`config.mk`:
```
export PLATFORM = sky130hd
export DESIGN_NAME = ahb_lite_decode_mux
export DESIGN_NICKNAME = d
export VERILOG_FILES = /design/src/rtl/ahb_lite_decode_mux.sv
export SDC_FILE = /design/constraint.sdc
export NUM_CORES = 1
export LEC_CHECK = 0
export BUFFER_PORTS_ARGS = -buffer_cell sky130_fd_sc_hd__buf_2
export CAP_MARGIN = 20
export CORE_AREA = 2 2 104 106
export CTS_BUF_LIST = sky130_fd_sc_hd__clkbuf_4 sky130_fd_sc_hd__clkbuf_8 sky130_fd_sc_hd__clkbuf_16
export DETAILED_ROUTE_END_ITERATION = 12
export DIE_AREA = 0 0 106 108
export SLEW_MARGIN = 30
export SYNTH_ARGS = -nofsm -noshare
export SYNTH_HDL_FRONTEND = slang
export SYNTH_SLANG_ARGS = --single-unit
```
`constraint.sdc`:
```
create_clock -name HCLK -period 1.3 [get_ports HCLK]
set_input_delay 0.26 -clock HCLK [delete_from_list [all_inputs] [get_ports HCLK]]
set_output_delay 0.26 -clock HCLK [all_outputs]
set_load 0.01 [all_outputs]
```
`src/rtl/ahb_lite_decode_mux.sv`:
```
// AHB-Lite one-master-to-NUM_S-slaves decode and response mux with an
// integrated default slave that answers unmapped transfers with ERROR and logs them.
//
// state   | meaning
// DS_IDLE | default slave idle or giving zero-wait OKAY
// DS_ERR1 | first ERROR cycle (HREADY low)
// DS_ERR2 | second ERROR cycle (HREADY high, may accept a new transfer)
module ahb_lite_decode_mux #(
    parameter int ADDR_W  = 32,
    parameter int DATA_W  = 32,
    parameter int NUM_S   = 4,
    parameter int HRESP_W = 2,
    parameter logic [NUM_S*ADDR_W-1:0] SLV_BASE = '0,
    parameter logic [NUM_S*ADDR_W-1:0] SLV_MASK = '0,
    parameter int CNT_W   = 16
) (
    input  logic                      HCLK,
    input  logic                      HRESET,
    input  logic [ADDR_W-1:0]         HADDR,
    input  logic [1:0]                HTRANS,
    output logic                      HREADY,
    output logic [HRESP_W-1:0]        HRESP,
    output logic [DATA_W-1:0]         HRDATA,
    output logic [NUM_S-1:0]          HSEL_S,
    output logic                      HREADY_S,
    input  logic [NUM_S-1:0]          HREADYOUT_S,
    input  logic [NUM_S*HRESP_W-1:0]  HRESP_S,
    input  logic [NUM_S*DATA_W-1:0]   HRDATA_S,
    output logic [CNT_W-1:0]          dec_err_cnt,
    output logic [ADDR_W-1:0]         dec_err_addr
);

    localparam int DSEL_W = $clog2(NUM_S + 1);
    localparam logic [DSEL_W-1:0] DSEL_DEF = DSEL_W'(NUM_S);
    localparam logic [HRESP_W-1:0] RESP_ERR = HRESP_W'(1);

    typedef enum logic [1:0] {DS_IDLE, DS_ERR1, DS_ERR2} ds_state_t;

    ds_state_t          ds_state;
    logic               ds_ready;
    logic               ds_err;
    logic               hit;
    logic [DSEL_W-1:0]  win;
    logic [DSEL_W-1:0]  dsel;
    logic               err_req;

    // Descending scan so the lowest matching index wins on overlap.
    always_comb begin
        hit = 1'b0;
        win = DSEL_DEF;
        for (int i = NUM_S - 1; i >= 0; i--) begin
            if ((HADDR & SLV_MASK[i*ADDR_W +: ADDR_W]) == SLV_BASE[i*ADDR_W +: ADDR_W]) begin
                hit = 1'b1;
                win = DSEL_W'(i);
            end
        end
    end

    always_comb begin
        HSEL_S = '0;
        for (int i = 0; i < NUM_S; i++) begin
            HSEL_S[i] = ~HRESET & hit & (win == DSEL_W'(i));
        end
    end

    always_comb begin
        HREADY = ds_ready;
        HRESP  = ds_err ? RESP_ERR : '0;
        HRDATA = '0;
        for (int i = 0; i < NUM_S; i++) begin
            if (dsel == DSEL_W'(i)) begin
                HREADY = HREADYOUT_S[i];
                HRESP  = HRESP_S[i*HRESP_W +: HRESP_W];
                HRDATA = HRDATA_S[i*DATA_W +: DATA_W];
            end
        end
    end

    assign HREADY_S = HREADY;
    assign err_req  = HREADY & ~hit & (HTRANS inside {2'b10, 2'b11});

    // win already equals DSEL_DEF on a miss.
    always_ff @(posedge HCLK) begin
        if (HRESET) begin
            dsel <= DSEL_DEF;
        end else if (HREADY) begin
            dsel <= win;
        end
    end

    always_ff @(posedge HCLK) begin
        if (HRESET) begin
            ds_state     <= DS_IDLE;
            ds_ready     <= 1'b1;
            ds_err       <= 1'b0;
            dec_err_cnt  <= '0;
            dec_err_addr <= '0;
        end else begin
            case (ds_state)
                DS_IDLE, DS_ERR2: begin
                    if (err_req) begin
                        ds_state     <= DS_ERR1;
                        ds_ready     <= 1'b0;
                        ds_err       <= 1'b1;
                        dec_err_addr <= HADDR;
                        if (dec_err_cnt != '1) begin
                            dec_err_cnt <= dec_err_cnt + 1'b1;
                        end
                    end else begin
                        ds_state <= DS_IDLE;
                        ds_ready <= 1'b1;
                        ds_err   <= 1'b0;
                    end
                end
                DS_ERR1: begin
                    ds_state <= DS_ERR2;
                    ds_ready <= 1'b1;
                    ds_err   <= 1'b1;
                end
                default: begin
                    ds_state <= DS_IDLE;
                    ds_ready <= 1'b1;
                    ds_err   <= 1'b0;
                end
            endcase
        end
    end

endmodule

```
==> results.ini, run 1 <==
[floorplan]
die_area_sq_um = 11450
coreArea_sq_um = 10230
die_x_microns = 106
rows = 37
fp.dieH_microns = 108
ios = 264
start_util_pct = 6.482

[sta]
slew_violations = 0
finalCritPeriodShare_pct = 84.61
hold_violations = 0
fin_tns_setup_ns = 0
timing.final.crit_period_ns = 1.100
fmax_mhz = 909.1
setup_slack_ns = 0.2001
rsz0062_at_grt = no
finalSetupViolations = 0

[layout]
final_nets = 341
area_delta_synth_final_pct = 50.57
final_area_sq_um = 998.5
top_register = dsel
largest_reg_flops = 1
top_regs = dsel (1)
drive_gt1_share_pct = 46.01
n_antenna_cell = 0

[yosys]
mappedNetlistArea_sq_um = 663.1
async_flop_share_pct = 0
ys_ff_latch = 1
syn_area_per_cell_sq_um = 7.055
synth_edf_count = 0
synth.top_cells.by_count = buf_4 (52), nor2b_1 (33), buf_2 (2)
ys_seq_area_share_pct = 3.019
yosys-top-cells-area = buf_4 (59%), nor2b_1 (31%), dfxtp_1 (3.0%)
synth_most_common_cell = buf_4
ys_warn_count = 0
yosys_most_used_dff = dfxtp_1
yosysTopAreaCell = buf_4
yosys.cell_types.count = 10
netlist_instances = 94
yosysTopAreaCellShare_pct = 58.87

[clock_tree]
cts_hold_buf = 0
cts.repair_timing.setup_buffer_count = 0
cts_resized = 0
cts.clk_slew.worst_paths_ns = 0

[drt]
drt_iter0_drc = 6
ant_nets = 0
viasPerCell = 2.328
drt_first_pass_iters = 3
wl_per_cell_microns = 5.328
vias = 696
totalWireLength_mm = 1.593
route.detailed.drc = 0

[global_route]
antenna_found_initial = 0
overflow = 0
grt_pass1_vias = 492
grt_start_max_net_pins = 22
grt_usage_pct = 2.218
grt_first_pass_wirelength_mm = 2.076

[power]
p_leak_nw = 0.5862
vdd.ir_drop.worst_v = 0.0001882
power.density_nw_per_um2 = 305.7

[setup_path]
path_class = flop to output pin
end_kind = output pin
arrival_ns = 0.84
path_max_fanout = 14
start_kind = flop
worstPathRequired_ns = 1.04

[place]
portBuffers = 73
place_ws_ns = 0.1942
placed_cell_area_sq_um = 998.5
finalWeightedCongestion = 0.7477
hpwl_mm = 1.542

[outcome]
outcome = finished clean

[hold_path]
hold_class = input port to flop

[run]
max_cap_violations = 0

==> per-stage QoR <==
| stage | cells | hold WS (ns) | power [mW] | util [%] |
|---|---|---|---|---|
| after detailed placement | 299 | 0.3794 | 0.3054 | 9.759 |
| after global placement | 299 | 0.3776 | 0.3049 | 9.759 |
| after CTS | 299 | 0.3794 | 0.3061 | 9.759 |
| final | 299 | 0.3780 | 0.3053 | 9.759 |
| after floorplan | 144 | 0.3504 | 0.3054 | - |
| after global routing | 299 | 0.3838 | 0.3356 | 9.759 |
==> per-layer routing <==
layer	wire (microns)	GRT usage (%)	up-vias	part of all wire [%]
li1	-	-	311	-
met1	331	1.335	280	21
met2	867	5.945	105	54
met3	394	0.5425	0	25
met4	0	0	0	0
met5	0	0	-	0
==> cells by family (layout without fill, tap and decap cells) <==
group | count (synthesis) | after routing | synth area share, %
buf+inv | 57 | 76 | 63.21
flops | 1 | 1 | 3.019
other cells | 1 | 51 | 0.5655
simple gates | 35 | 35 | 33.21
==> power by group <==
part / internal (mW) / leakage [nW] / total, mW / switching [mW]
Sequential: 0.0330 / 0.00844 / 0.0347 / 0.00171
Combinational: 0.112 / 0.578 / 0.271 / 0.159
Clock: 0 / 0 / 0 / 0
Total: 0.145 / 0.586 / 0.305 / 0.161
==> worst paths after layout <==
check    start       end  slack, ns  cells past startpoint
max    dsel[2]  HREADY_S       0.20                      3
min     HRESET   dsel[2]       0.38                      1
==> critical path: stages (launching register included) <==
cell	delay [ns]
dfxtp_1	0.31
buf_12	0.15
or2_1	0.23
buf_2	0.14
==> cell type report <==
type / count / area [sq um]
fill: 1196 / 9233
multi-input combinational: 86 / 411.6
inverter: 1 / 3.754
timing repair buffer: 75 / 392.9
sequential: 1 / 20.02
tap: 136 / 170.2
==> cell usage in the layout (no fill, tap or decap) <==
cell type / count
and2b_1: 1
buf_12: 1
buf_2: 73
buf_4: 1
conb_1: 51
dfxtp_1: 1
inv_1: 1
nor2b_1: 33
or2_1: 1
(Power assumes the default switching activity.)
==> run 2: changes to the inputs <==
- CORE_AREA: 2 2 104 106 -> 2 2 102 104
- DIE_AREA: 0 0 106 108 -> 0 0 104 106
- clock period: 1.3 -> 0.9 ns (I/O delays scaled with it)
==> run 2 against run 1 <==
Compared with the run above:
- the run now ends with negative setup slack left
- critical path depth is the same
- sequential cell count is the same
- worst setup slack lost 0.31 ns
- die area shrank 3.7%
- largest cell class unchanged
- largest power group unchanged
==> results.ini, run 2 (synthesis gave the netlist of run 1 again) <==
[floorplan]
rows = 37  ; unchanged
fp.dieH_microns = 106  ; -1.9%
start_util_pct = 6.632  ; +0.15 points
ios = 264  ; unchanged
coreArea_sq_um = 10000  ; -2.3%
die_area_sq_um = 11020  ; -3.7%
die_x_microns = 104  ; -1.9%

[layout]
n_antenna_cell = 0  ; unchanged
drive_gt1_share_pct = 48.17  ; +2.2 points
final_cell_mix = buf_2 (71), conb_1 (51), nor2b_1 (32)
largest_reg_flops = 1  ; unchanged
area_delta_synth_final_pct = 54.91
final_area_sq_um = 1027  ; +2.9%
nFillCells = 1198  ; +0.17%
final_nets = 342  ; +0.29%
multiInputGateArea_sq_um = 416.7  ; +1.2%
regArea_sq_um = 23.77  ; +19%
top_register = dsel
final_common_cell = buf_2
top_regs = dsel (1)

[sta]
slew_violations = 0  ; unchanged
rsz0062_at_grt = yes
fmax_mhz = 989.9
hold_violations = 0  ; unchanged
setup_slack_ns = -0.1102  ; -0.3103 ns
fin_tns_setup_ns = -0.9113  ; -0.9113 ns
hold_slack_ns = 0.3278  ; -0.05017 ns
timing.final.crit_period_ns = 1.010
finalSetupViolations = 26  ; +26
finalCritPeriodShare_pct = 112.2

[outcome]
outcome = finished with violations
violations = negative setup slack

[setup_path]
arrival_ns = 0.83  ; about the same
end_kind = output pin
path_max_fanout = 12  ; -2
worstPathRequired_ns = 0.72  ; -0.32 ns
cp_slowest_cell = dfxtp_4
critPathMaxStageDelay_ns = 0.33  ; +0.02 ns
path_cells = buf_12 -> or2_4 -> buf_6
path_class = flop to output pin
start_kind = flop

[drt]
route.detailed.drc = 0  ; unchanged
drt_iter0_drc = 15  ; +9
totalWireLength_mm = 1.903  ; +19%
ant_nets = 0  ; unchanged
wl_per_cell_microns = 6.343  ; +19%
drt_first_pass_iters = 2  ; -1
viasPerCell = 2.223  ; -4.5%
vias = 667  ; -4.2%

[hold_path]
hold_depth = 1  ; unchanged
hold_class = input port to flop

[place]
portBuffers = 73  ; unchanged
finalWeightedCongestion = 0.7473  ; about the same
placed_cell_area_sq_um = 1012  ; +1.4%
hpwl_mm = 1.806  ; +17%

[global_route]
overflow = 0  ; unchanged
met1_usage_pct = 2.063  ; +0.73 points
grt_pass1_vias = 513  ; +4.3%
top_usage_layer = met2
grtUsageMet3_pct = 1.349  ; +0.81 points
antenna_found_initial = 0  ; unchanged
grt_usage_pct = 2.811  ; +0.59 points
grt_start_max_net_pins = 14  ; -36%
use_met2_pct = 6.532  ; +0.59 points
grt_first_pass_wirelength_mm = 2.477  ; +19%

[clock_tree]
cts.repair_timing.setup_buffer_count = 0  ; unchanged
cts_hold_buf = 0  ; unchanged
cts.clk_slew.worst_paths_ns = 0  ; unchanged

[power]
power.density_nw_per_um2 = 444.5  ; +45%
power.total_mw = 0.4566  ; +50%
vdd.ir_drop.worst_v = 0.00007359  ; -61%
p_leak_nw = 0.5996  ; +2.3%

[run]
max_cap_violations = 0  ; unchanged

[run 2: cell types whose count changed in the layout (fill, tap and decap cells not counted)]
| cell | previous run | this run |
|---|---|---|
| buf_6 | 0 | 2 |
| dfxtp_4 | 0 | 1 |
| nor2b_1 | 33 | 32 |
| buf_4 | 1 | 2 |
| or2_4 | 0 | 1 |
| nor2b_2 | 0 | 1 |
| buf_2 | 73 | 71 |
| dfxtp_1 | 1 | 0 |
| or2_1 | 1 | 0 |
[run 2: worst max-delay path: cells and delay by family (launching register included)]
kind / cells / cell delay (ns)
flops: 1 / 0.33
simple gates: 1 / 0.23
buf+inv: 2 / 0.26
[run 2: metrics by stage]
| step | worst slack, ns | utilization, % | cells |
|---|---|---|---|
| 2_1_floorplan | -0.1146 | - | 144 |
| 3_3_place_gp | -0.1147 | 10.12 | 300 |
| 3_5_place_dp | -0.1226 | 10.12 | 300 |
| 4_1_cts | -0.1189 | 10.25 | 300 |
| 5_1_grt | -0.1310 | 10.27 | 300 |
| 6_report | -0.1102 | 10.27 | 300 |
[run 2: power by group]
part | switching [mW] | internal (mW)
logic | 0.235 | 0.172
registers | 0.00309 | 0.0465
clock network | 0 | 0
total | 0.238 | 0.219
[run 2: layer usage]
metal / vias up / wire length (microns)
li1: 314 / -
met1: 273 / 495
met2: 80 / 1006
met3: 0 / 400
met4: 0 / 0
met5: - / 0
[run 2: worst paths after layout]
check,endpoint,slack [ns],start
setup / recovery,HREADY,-0.11,dsel[2]
hold / removal,dsel[2],0.33,HRESET
[run 2: repair_timing]
item	in CTS	in global routing
endpoints found under the setup margin	27	35
resized for setup	2	1
gates cloned	0	0
[run 2: area by class of cell]
cell class	count	area share, %
Multi-Input combinational cell	86	40.56
Timing Repair Buffer	76	40.19
Tap cell	136	16.57
Sequential cell	1	2.314
Inverter	1	0.3654
==> run 3: changes to the inputs <==
--- a/config.mk
+++ b/config.mk
@@ -8,3 +8,3 @@
 export BUFFER_PORTS_ARGS = -buffer_cell sky130_fd_sc_hd__buf_2
-export CAP_MARGIN = 20
+export CAP_MARGIN = 10
 export CORE_AREA = 2 2 102 104
==> constraint.sdc (replaced) <==
create_clock -name HCLK -period 0.9 [get_ports HCLK]
set_input_delay 0.045 -clock HCLK [delete_from_list [all_inputs] [get_ports HCLK]]
set_output_delay 0.045 -clock HCLK [all_outputs]
set_load 0.01 [all_outputs]
==> run 3 against run 2 <==
Compared with the run above:
- the run now ends clean
- final cell count increased by 0.33%
- sequential cell count unchanged
- routed wire length decreased by 2.2%
- maximum frequency increased by 14%
- sequential share of layout area decreased by 0.26 points
- power increased by 0.74%
- sequential power increased by 2%
- worst setup slack improved by 0.12 ns
- via count increased by 2.4%
- utilization increased by 0.10 points
- critical path depth unchanged
- combinational power about the same
- largest cell class is now buffers
==> results.ini, run 3 (synthesis gave the netlist of run 1 again) <==
[global_route]
grt_pass1_vias = 485  ; -5.5%
overflow = 0  ; unchanged
antenna_found_initial = 2  ; +2
grt_first_pass_wirelength_mm = 2.449  ; -1.1%
grt_start_max_net_pins = 25  ; +11
grt_usage_pct = 2.785  ; -0.026 points

[floorplan]
coreArea_sq_um = 10000  ; unchanged
ios = 264  ; unchanged
start_util_pct = 6.632  ; unchanged
die_x_microns = 104  ; unchanged
die_area_sq_um = 11020  ; unchanged
rows = 37  ; unchanged
fp.dieH_microns = 106  ; unchanged

[sta]
finalSetupViolations = 0  ; -100%
finalCritPeriodShare_pct = 98.68  ; -14 points
rsz0062_at_grt = yes
hold_violations = 0  ; unchanged
slew_violations = 0  ; unchanged
timing.final.crit_period_ns = 0.8881  ; -0.1221 ns
fmax_mhz = 1126  ; +14%

[power]
vdd.ir_drop.worst_v = 0.0003349  ; +360%
power.total_mw = 0.4600  ; +0.74%
p_leak_nw = 0.6029  ; +0.54%
power.density_nw_per_um2 = 443.5  ; -0.23%

[layout]
top_register = dsel
drive_gt1_share_pct = 47.56  ; -0.61 points
final_cell_mix = buf_2 (71), conb_1 (51), nor2b_1 (33)
final_area_sq_um = 1037  ; +0.97%
nFillCells = 1195  ; -0.25%
top_regs = dsel (1)
largest_reg_flops = 1  ; unchanged
final_nets = 342  ; unchanged
final_common_cell = buf_2
area_delta_synth_final_pct = 56.41

[setup_path]
cp-startpoint = dsel[2]
start_kind = flop
path_class = flop to output pin
worstPathRequired_ns = 0.85  ; +0.13 ns
path_max_fanout = 24  ; +12
arrival_ns = 0.84  ; about the same
end_kind = output pin
crit_end = HREADY

[place]
hpwl_mm = 1.720  ; -4.8%
portBuffers = 73  ; unchanged
placed_cell_area_sq_um = 1022  ; +0.99%
finalWeightedCongestion = 0.7533  ; +0.80%

[drt]
route.detailed.drc = 0  ; unchanged
drt_first_pass_iters = 4  ; +2
totalWireLength_mm = 1.861  ; -2.2%
viasPerCell = 2.269  ; +2.1%
drt_iter0_drc = 10  ; -5
vias = 683  ; +2.4%
ant_nets = 0  ; unchanged
wl_per_cell_microns = 6.183  ; -2.5%

[outcome]
outcome = finished clean

[clock_tree]
cts.clk_slew.worst_paths_ns = 0  ; unchanged
cts.repair_timing.setup_buffer_count = 0  ; unchanged
cts_hold_buf = 0  ; unchanged

[hold_path]
hold_class = input port to flop
hold_depth = 1  ; unchanged

[run]
max_cap_violations = 0  ; unchanged

run 3: changes by cell type in the layout (fill, tap and decap cells not counted), sizes merged:
cell   change
diode      +1
run 3: metrics by stage:
stage / utilization (%) / cells / setup WS [ns] / hold WS (ns) / TNS [ns]
floorplan: - / 144 / 0.01559 / 0.1335 / 0
global placement: 10.22 / 300 / 0.009288 / 0.1658 / 0
detailed placement: 10.22 / 300 / 0.009412 / 0.1635 / 0
CTS: 10.22 / 300 / 0.008815 / 0.1635 / 0
global route: 10.35 / 300 / -0.03261 / 0.1691 / -0.1822
finish: 10.37 / 301 / 0.01190 / 0.1628 / 0
run 3: cell type report:
class                   count  area (sq um)  share of cell area [%]
inverters                   1         3.754                  0.3619
multi-input cells          86         414.1                   39.93
well taps                 136         170.2                   16.41
repair buffers             76         425.4                   41.01
flip-flops and latches      1         21.27                   2.051
diodes                      1         2.502                  0.2413
run 3: worst min path at each step:
| stage | to | start |
|---|---|---|
| floorplan | HSEL_S[0] | HRESET |
| global placement | dsel[2] | HRESET |
| detailed placement | dsel[2] | HRESET |
| CTS | dsel[2] | HRESET |
| global route | dsel[2] | HRESET |
| finish | dsel[2] | HRESET |
run 3: per-layer routing:
metal | GRT usage, % | part of all wire (%) | up-vias
met2 | 6.297 | 53 | 83
li1 | - | - | 316
met5 | 0 | 1.5 | -
met4 | 0 | 0.11 | 4
met3 | 1.349 | 21 | 4
met1 | 2.173 | 25 | 276
run 3: power breakdown:
part            total (mW)  switching [mW]  internal [mW]  leakage [nW]
Combinational        0.409           0.233          0.177         0.594
Sequential          0.0506         0.00235         0.0482       0.00844
Clock          0.000000149               0    0.000000149    0.00000634
run 3: timing repair:
item,CTS,global route
setup endpoints to repair,0,11
resized for setup,0,2
hold endpoints to repair,0,0
run 3: critical path, cell delays in order, from the launching register on:
cell     delay, ns
dfxtp_2       0.31
buf_12        0.15
or2_4         0.25
buf_6         0.12
